$ cat src/rtl/controller_bank.sv
// controller_bank: N-channel button front end.
// Synchronize, debounce, press/repeat pulses and LED stretch per channel.
module controller_bank #(
    parameter int             N               = 12,
    parameter int             DEBOUNCE_CYCLES = 500000,
    parameter int             REPEAT_DELAY    = 25000000,
    parameter int             REPEAT_RATE     = 5000000,
    parameter int             LED_CYCLES      = 12500000,
    parameter logic [N-1:0]   REPEAT_MASK     = {N{1'b0}},
    parameter bit             ACTIVE_LOW      = 1'b0
) (
    input  logic         clk,
    input  logic         reset,
    input  logic         block,
    input  logic [N-1:0] btn_in,
    output logic [N-1:0] btn_pulse,
    output logic [N-1:0] btn_level,
    output logic [N-1:0] led_out
);

    localparam int MAX_A = (DEBOUNCE_CYCLES > REPEAT_DELAY) ?
                           DEBOUNCE_CYCLES : REPEAT_DELAY;
    localparam int MAX_B = (REPEAT_RATE > LED_CYCLES) ?
                           REPEAT_RATE : LED_CYCLES;
    localparam int MAX_V = (MAX_A > MAX_B) ? MAX_A : MAX_B;
    localparam int CW    = $clog2(MAX_V + 1);

    localparam logic [CW-1:0] DB_LAST  = CW'(DEBOUNCE_CYCLES - 1);
    localparam logic [CW-1:0] RD_LAST  = CW'(REPEAT_DELAY - 1);
    localparam logic [CW-1:0] RR_LAST  = CW'(REPEAT_RATE - 1);
    localparam logic [CW-1:0] LED_LOAD = CW'(LED_CYCLES);
    localparam logic [CW-1:0] CNT_MAX  = {CW{1'b1}};

    typedef enum logic [2:0] {
        S_IDLE,
        S_DELAY,
        S_REPEAT,
        S_HELD,
        S_WAIT_REL
    } state_t;

    for (genvar gi = 0; gi < N; gi++) begin : g_ch
        logic          w_raw;
        logic          r_sync1;
        logic          r_sync2;
        logic          r_level;
        logic [CW-1:0] r_db_cnt;
        state_t        r_state;
        state_t        w_state_nxt;
        logic [CW-1:0] r_tmr;
        logic [CW-1:0] w_tmr_nxt;
        logic          r_pulse;
        logic          w_pulse_nxt;
        logic [CW-1:0] r_led_cnt;

        assign w_raw = btn_in[gi] ^ ACTIVE_LOW;

        // Two-flop synchronizer on the (optionally inverted) raw pin.
        always_ff @(posedge clk or posedge reset) begin
            if (reset) begin
                r_sync1 <= 1'b0;
                r_sync2 <= 1'b0;
            end else begin
                r_sync1 <= w_raw;
                r_sync2 <= r_sync1;
            end
        end

        // Accept a level change only after it has been stable long enough.
        always_ff @(posedge clk or posedge reset) begin
            if (reset) begin
                r_db_cnt <= '0;
                r_level  <= 1'b0;
            end else if (r_sync2 == r_level) begin
                r_db_cnt <= '0;
            end else if (r_db_cnt == DB_LAST) begin
                r_db_cnt <= '0;
                r_level  <= ~r_level;
            end else if (r_db_cnt != CNT_MAX) begin
                r_db_cnt <= r_db_cnt + CW'(1);
            end
        end

        // Press/repeat FSM state, timer and registered pulse.
        always_ff @(posedge clk or posedge reset) begin
            if (reset) begin
                r_state <= S_IDLE;
                r_tmr   <= '0;
                r_pulse <= 1'b0;
            end else begin
                r_state <= w_state_nxt;
                r_tmr   <= w_tmr_nxt;
                r_pulse <= w_pulse_nxt;
            end
        end

        // Next state; a due pulse waits one cycle if the last one is still high.
        always_comb begin
            w_state_nxt = r_state;
            w_tmr_nxt   = r_tmr;
            w_pulse_nxt = 1'b0;
            unique case (r_state)
                S_IDLE: begin
                    w_tmr_nxt = '0;
                    if (r_level) begin
                        if (block) begin
                            w_state_nxt = S_WAIT_REL;
                        end else begin
                            w_pulse_nxt = 1'b1;
                            w_state_nxt = REPEAT_MASK[gi] ? S_DELAY : S_HELD;
                        end
                    end
                end
                S_DELAY, S_REPEAT: begin
                    if (!r_level) begin
                        w_state_nxt = S_IDLE;
                        w_tmr_nxt   = '0;
                    end else if (block) begin
                        w_state_nxt = S_WAIT_REL;
                        w_tmr_nxt   = '0;
                    end else if (r_tmr == ((r_state == S_DELAY) ?
                                           RD_LAST : RR_LAST)) begin
                        if (!r_pulse) begin
                            w_pulse_nxt = 1'b1;
                            w_tmr_nxt   = '0;
                            w_state_nxt = S_REPEAT;
                        end
                    end else if (r_tmr != CNT_MAX) begin
                        w_tmr_nxt = r_tmr + CW'(1);
                    end
                end
                S_HELD: begin
                    if (!r_level) begin
                        w_state_nxt = S_IDLE;
                    end else if (block) begin
                        w_state_nxt = S_WAIT_REL;
                    end
                end
                S_WAIT_REL: begin
                    if (!r_level) begin
                        w_state_nxt = S_IDLE;
                    end
                end
                default: begin
                    w_state_nxt = S_IDLE;
                    w_tmr_nxt   = '0;
                end
            endcase
        end

        // Retriggerable LED stretcher: each pulse reloads the full on-time.
        always_ff @(posedge clk or posedge reset) begin
            if (reset) begin
                r_led_cnt <= '0;
            end else if (r_pulse) begin
                r_led_cnt <= LED_LOAD;
            end else if (r_led_cnt != '0) begin
                r_led_cnt <= r_led_cnt - CW'(1);
            end
        end

        assign btn_pulse[gi] = r_pulse;
        assign btn_level[gi] = r_level;
        assign led_out[gi]   = (r_led_cnt != '0);
    end

endmodule

$ cat config.mk
export PLATFORM = sky130hd
export DESIGN_NAME = controller_bank
export DESIGN_NICKNAME = d
export VERILOG_FILES = /design/src/rtl/controller_bank.sv
export SDC_FILE = /design/constraint.sdc
export NUM_CORES = 2
export LEC_CHECK = 0
export BUFFER_PORTS_ARGS = -buffer_cell sky130_fd_sc_hd__buf_2
export CAP_MARGIN = 10
export CELL_PAD_IN_SITES_DETAIL_PLACEMENT = 0
export CELL_PAD_IN_SITES_GLOBAL_PLACEMENT = 1
export CORE_ASPECT_RATIO = 2
export CORE_MARGIN = 5
export CORE_UTILIZATION = 45
export DETAILED_ROUTE_END_ITERATION = 16
export GPL_TIMING_DRIVEN = 0
export PLACE_DENSITY_LB_ADDON = 0.1
export SYNTH_ARGS = -nofsm -noshare
export SYNTH_HDL_FRONTEND = slang
export SYNTH_SLANG_ARGS = --single-unit
$ cat constraint.sdc
create_clock -name clk -period 38.7 [get_ports clk]
set_clock_uncertainty 0.1 [all_clocks]
set_input_delay 3.87 -clock clk [delete_from_list [all_inputs] [get_ports clk]]
set_output_delay 3.87 -clock clk [all_outputs]
set_load 0.005 [all_outputs]
Word-level counts from Yosys, hierarchy flattened

Cells that the tools add are included.
Widths: inputs -> output; s select.

Register bits: 984
Word-level logic and storage cells: 783

$add $sub $neg: 36
Equality and inequality tests: 192
Mux-type cells: 315
Bitwise logic cells: 36
Reductions and logical operators: 108

Operators with widths:

| kind                  | number |
|---|---|
| $mux 25               | 132 |
| $add 25x1->25 const B | 24 |
| $ne 25x25->1 const B  | 24 |
| $pmux 25 s2           | 12 |
| $eq 25x19->1 const B  | 12 |
| $eq 25x25->1          | 12 |
| $reduce_bool 25->1    | 12 |
| $sub 25x1->25 const B | 12 |
| $mux 3                | 86 |
| $pmux 3 s4            | 12 |
| $ne 5x5->1 const B    | 24 |
| $ne 4x4->1 const B    | 24 |
| $eq 3x2->1 const B    | 24 |
| $mux 1                | 61 |
| $reduce_and 5->1      | 12 |
| $ne 2x2->1 const B    | 24 |
| $reduce_or 2->1       | 24 |
| $eq 3x1->1 const B    | 12 |
| $eq 3x3->1 const B    | 12 |
| $logic_not 3->1       | 12 |
| $ne 3x3->1 const B    | 12 |
| $not 1->1             | 36 |
| $reduce_and 3->1      | 12 |
| $reduce_bool 3->1     | 12 |
| 4 further kinds       | 48 |

Logic depth before layout (Yosys ltp)

Depth after elaboration: 7
Gate-level depth with buffers: 11

Worst setup path before layout

Ideal clock, no wire load.

Kind: register to output
From: reg g_ch[10].r_led_cnt[5]
To: out led_out[10]
Arrival: 2347 ps
Data required time: 34730 ps
Setup slack: 32383 ps
Cell stages (with the launch flop): 7
Buffers on the path: 2
Path through: dfrtp_1 > or4_4 > or4_4 > or4_1 > buf_2 > or2_0 > clkbuf_2

Cells in the longest elaborated chain, start to end: 1

RTL lines:

| element                  | line | source |
|---|---|---|
| start: declaration       | 54   | `logic [CW-1:0] r_led_cnt;` |
| start signal: assignment | 158  | `r_led_cnt <= r_led_cnt - CW'(1);` |
| $reduce_bool 25->1       | 164  | `assign led_out[gi] = (r_led_cnt != '0);` |
| end: declaration         | 18   | `output logic [N-1:0] led_out` |

Every way passes these cells.

Final worst setup path

From: in block
To: reg g_ch[10].r_state[2]

Cells in the longest elaborated chain, start to end: 3
Elaborated cells between the ends (all ways): 9

RTL lines:

| element                   | line     | source |
|---|---|---|
| start: declaration        | 14       | `input logic block,` |
| $mux 3 (on tied branches) | 118, 106 |  |
| $mux 3 (on tied branches) | 115, 105 |  |
| $pmux 3 s4                | 102      | `unique case (r_state)` |
| end signal: assignment    | 91       | `r_state <= w_state_nxt;` |
| end: declaration          | 48       | `state_t r_state;` |

Parallel ways exist; a longest one is shown, timed or not. The select of a mux whose other input is x is not followed.
A chain may end at the register's enable or synchronous reset.

==> run metrics <==
area occupied by multi-input gates=27,800 µm²; final slew viol count=0; Die Y=502 µm; Synth Register Bits=984; Fillers=11.5k; vias in the first global route=46.4k; crit path DAT=8.21 ns; internal power=1690 µW; die area=128,000 µm²; Final Net Count=6,209; count of final setup violators=0; min cycle time layout=7.73 ns; TritonCTS clock tree=yes; area fraction of the dominant cell type after synthesis=45.3%; final worst setup slack=30.97 ns; switching portion of total power=23.4%; share of layout cells above drive strength 1=6.90%; synth top area cells=dfrtp_1 (45%), nor2_1 (4.8%), xnor2_1 (3.9%), xor2_1 (3.5%), nand2_1 (3.1%); Hold Path Cell Cnt=0; Syn. warnings=0; area of the core=120,000 µm²; routed len/inst=18.4 µm; first-pass GRT wire length=238,000 µm; FMAX=129 MHz; Setup WS pre-CTS=30.07 ns; asr flop ratio synth=100%; Post-synth top cells=dfrtp_1 (984), nor2_1 (702), nand2_1 (454); synthesized instance count=5,999; CTS root buf=clkbuf_16; IO buf count=50; crit start category=primary input; initial drt markers=2,686; vias=45.8k; initial antenna violation count=3; mapped cell area=54,400 µm²; Final TNS setup=0 ns; Clk Latency, worst-skew pair=0.70 ns; Hold Buf Count CTS=0; CP required=39.19 ns; pin count of the biggest net entering global routing=125; Crit Path Category=in -> reg; RSZ-0062 raised after global routing=false; Clk pwr share=47.5%; post-CTS sizing=0; clk buf depth=3; synth unique cells=103; DR pass1 iterations=6; Max Fanout on Critical Path=10; dpl cells=7,605; most frequent cell after synthesis=dfrtp_1; Mean Syn Cell Area=9.06 µm²; Area Overhead vs Synth=10.9%; # DRC=0; IO Pins=51; gr ovfl total=0; Initial Util=45.2%; status=finished clean; combinational share of power=5.2%; Finished Layout Cells=7,783; Post-synth EDFFs=0; clock buffer count from CTS=96; Most used DFF post-synth=dfrtp_1; Crit. End Element=flop; CTS clk-pin slew, worst paths=0.07 ns; pin slew with the least headroom to its limit=1.27 ns; num rows=180; Sink Count=984; R2R Setup Slk=34.88 ns; hold wc startpoint=g_ch[3].r_sync1$_DFF_PP0_; pwr dens=36.5 nW/µm²; Net Sw Power=516 µW; max cap viols=0; Post-DP Area=56,800 µm²; largest area contributor in the netlist=dfrtp_1; syn_nets=6,050; Critical R2R Launch=g_ch[3].r_tmr[0]$_DFFE_PP0P_; capture point of the worst reg-to-reg path=g_ch[3].r_tmr[15]$_DFFE_PP0P_; htree depth=3; DRT antenna net count=0; postcts setup bufs=0; GRT Util Overall=21.8%; Final period util=20.0%; Total Power=2200 µW; HP Class=reg -> reg; Die X=256 µm; total wire length=143,000 µm; post-detail-place hpwl=101,000 µm; r2r worst-path depth=10; final hold violations=0; register area share after synthesis=45.3%; Max-slew headroom=15.3%; routability congestion estimate=0.869; Avg Vias per Cell=5.89; P_leak=0.0265 µW; Seq pwr share=47.3%; Hold EP=g_ch[3].r_sync2$_DFF_PP0_; design area=60,300 µm²; worst vdd rail ir drop=0.0332 mV; storage element area=24,600 µm²
==> power groups by stage <==
stage | sequential [µW] | combinational [µW] | clock (µW)
2_1_floorplan | 1060 | 83.5 | 0
3_3_place_gp | 1060 | 112 | 0
6_report | 1040 | 115 | 1050
5_1_grt | 1040 | 130 | 1110
4_1_cts | 1040 | 117 | 1080
3_5_place_dp | 1060 | 117 | 0
==> flip-flops by register name, summed over array words and instances, names as in the netlist <==
name,flops
g_ch.r_level,12
g_ch.r_tmr,300
g_ch.r_sync1,12
g_ch.r_sync2,12
g_ch.r_led_cnt,300
g_ch.r_db_cnt,300
g_ch.r_state,36
g_ch.r_pulse,12
==> cells in the final DEF, fill, tap and decap left out, types with 20 or more instances in the layout <==
cell type and instances:
nand2b_1 67, nand3_1 331, nand2_1 454, nand4b_1 28, ha_1 36, a22o_1 57, a211oi_1 66, or4_1 90
buf_2 76, nand4_1 176, buf_4 26, clkinv_2 20, and4_1 54, mux2_2 31, mux2i_1 38, clkbuf_1 266
nor4b_1 39, nor3b_1 38, nor4_1 167, a211o_1 54, xnor2_1 242, inv_1 151, or3_1 133, o41ai_1 34
clkbuf_16 99, o31ai_1 83, nor3_1 283, nor2_1 702, a21oi_1 159, or2_2 50, o21ai_0 281, and3_1 124
o211ai_1 26, nor2b_1 46, dfrtp_1 984, xor2_1 218, and2_1 36, a31oi_1 75, clkbuf_8 20
==> worst max path at each step <==
| stage | from | to | slack (ns) | cells after the start |
|---|---|---|---|---|
| floorplan | reset | g_ch[0].r_db_cnt[0]$_DFFE_PP0P_ | 7.05 | 1 |
| global placement | reset | g_ch[2].r_db_cnt[10]$_DFFE_PP0P_ | -5.34 | 2 |
| detailed placement | block | g_ch[10].r_state[0]$_DFFE_PP0P_ | 30.07 | 9 |
| CTS | block | g_ch[10].r_state[2]$_DFFE_PP0P_ | 30.83 | 9 |
| global route | block | g_ch[10].r_state[2]$_DFFE_PP0P_ | 30.81 | 9 |
| finish | block | g_ch[10].r_state[2]$_DFFE_PP0P_ | 30.97 | 9 |
==> layout make-up <==
cell class / count / area share [%]
multi-input cells: 4539 / 46.2
flip-flops and latches: 984 / 40.8
clock buffers: 127 / 4.62
well taps: 1547 / 3.21
plain buffers: 323 / 2.24
clock inverters: 48 / 1.12
inverters: 153 / 0.965
repair buffers: 61 / 0.826
diodes: 1 / 0.00415
==> cell families after synthesis <==
logic type	share of synthesized area, %
mux	1.36
compound gates	13.2
fa+ha+maj	1.05
xor+xnor	7.41
flops	45.3
simple gates	28.2
buf+inv	3.54
==> worst max-delay path, cell delays in order <==
cell	delay (ns)
buf_2	0.11
clkbuf_2	0.55
clkbuf_1	0.90
clkinv_1	0.99
clkbuf_1	0.69
a311oi_1	0.43
a21oi_1	0.09
nor2_1	0.20
mux2_2	0.36
==> stage by stage <==
step	hold slack, ns	utilization, %
floorplan	0.231	-
global placement	0.232	47.0
detailed placement	0.235	47.2
CTS	0.250	50.1
global route	0.264	50.1
finish	0.249	50.1
==> routing by layer <==
layer	track usage [%]	share of wire, %	vias to the layer above
met2	43.0	55	814
met4	7.47	3.1	0
met5	0	0	-
met3	2.46	3.0	291
met1	24.0	39	22600
li1	-	-	22200
Note: power is estimated with default switching activity, not from simulation.
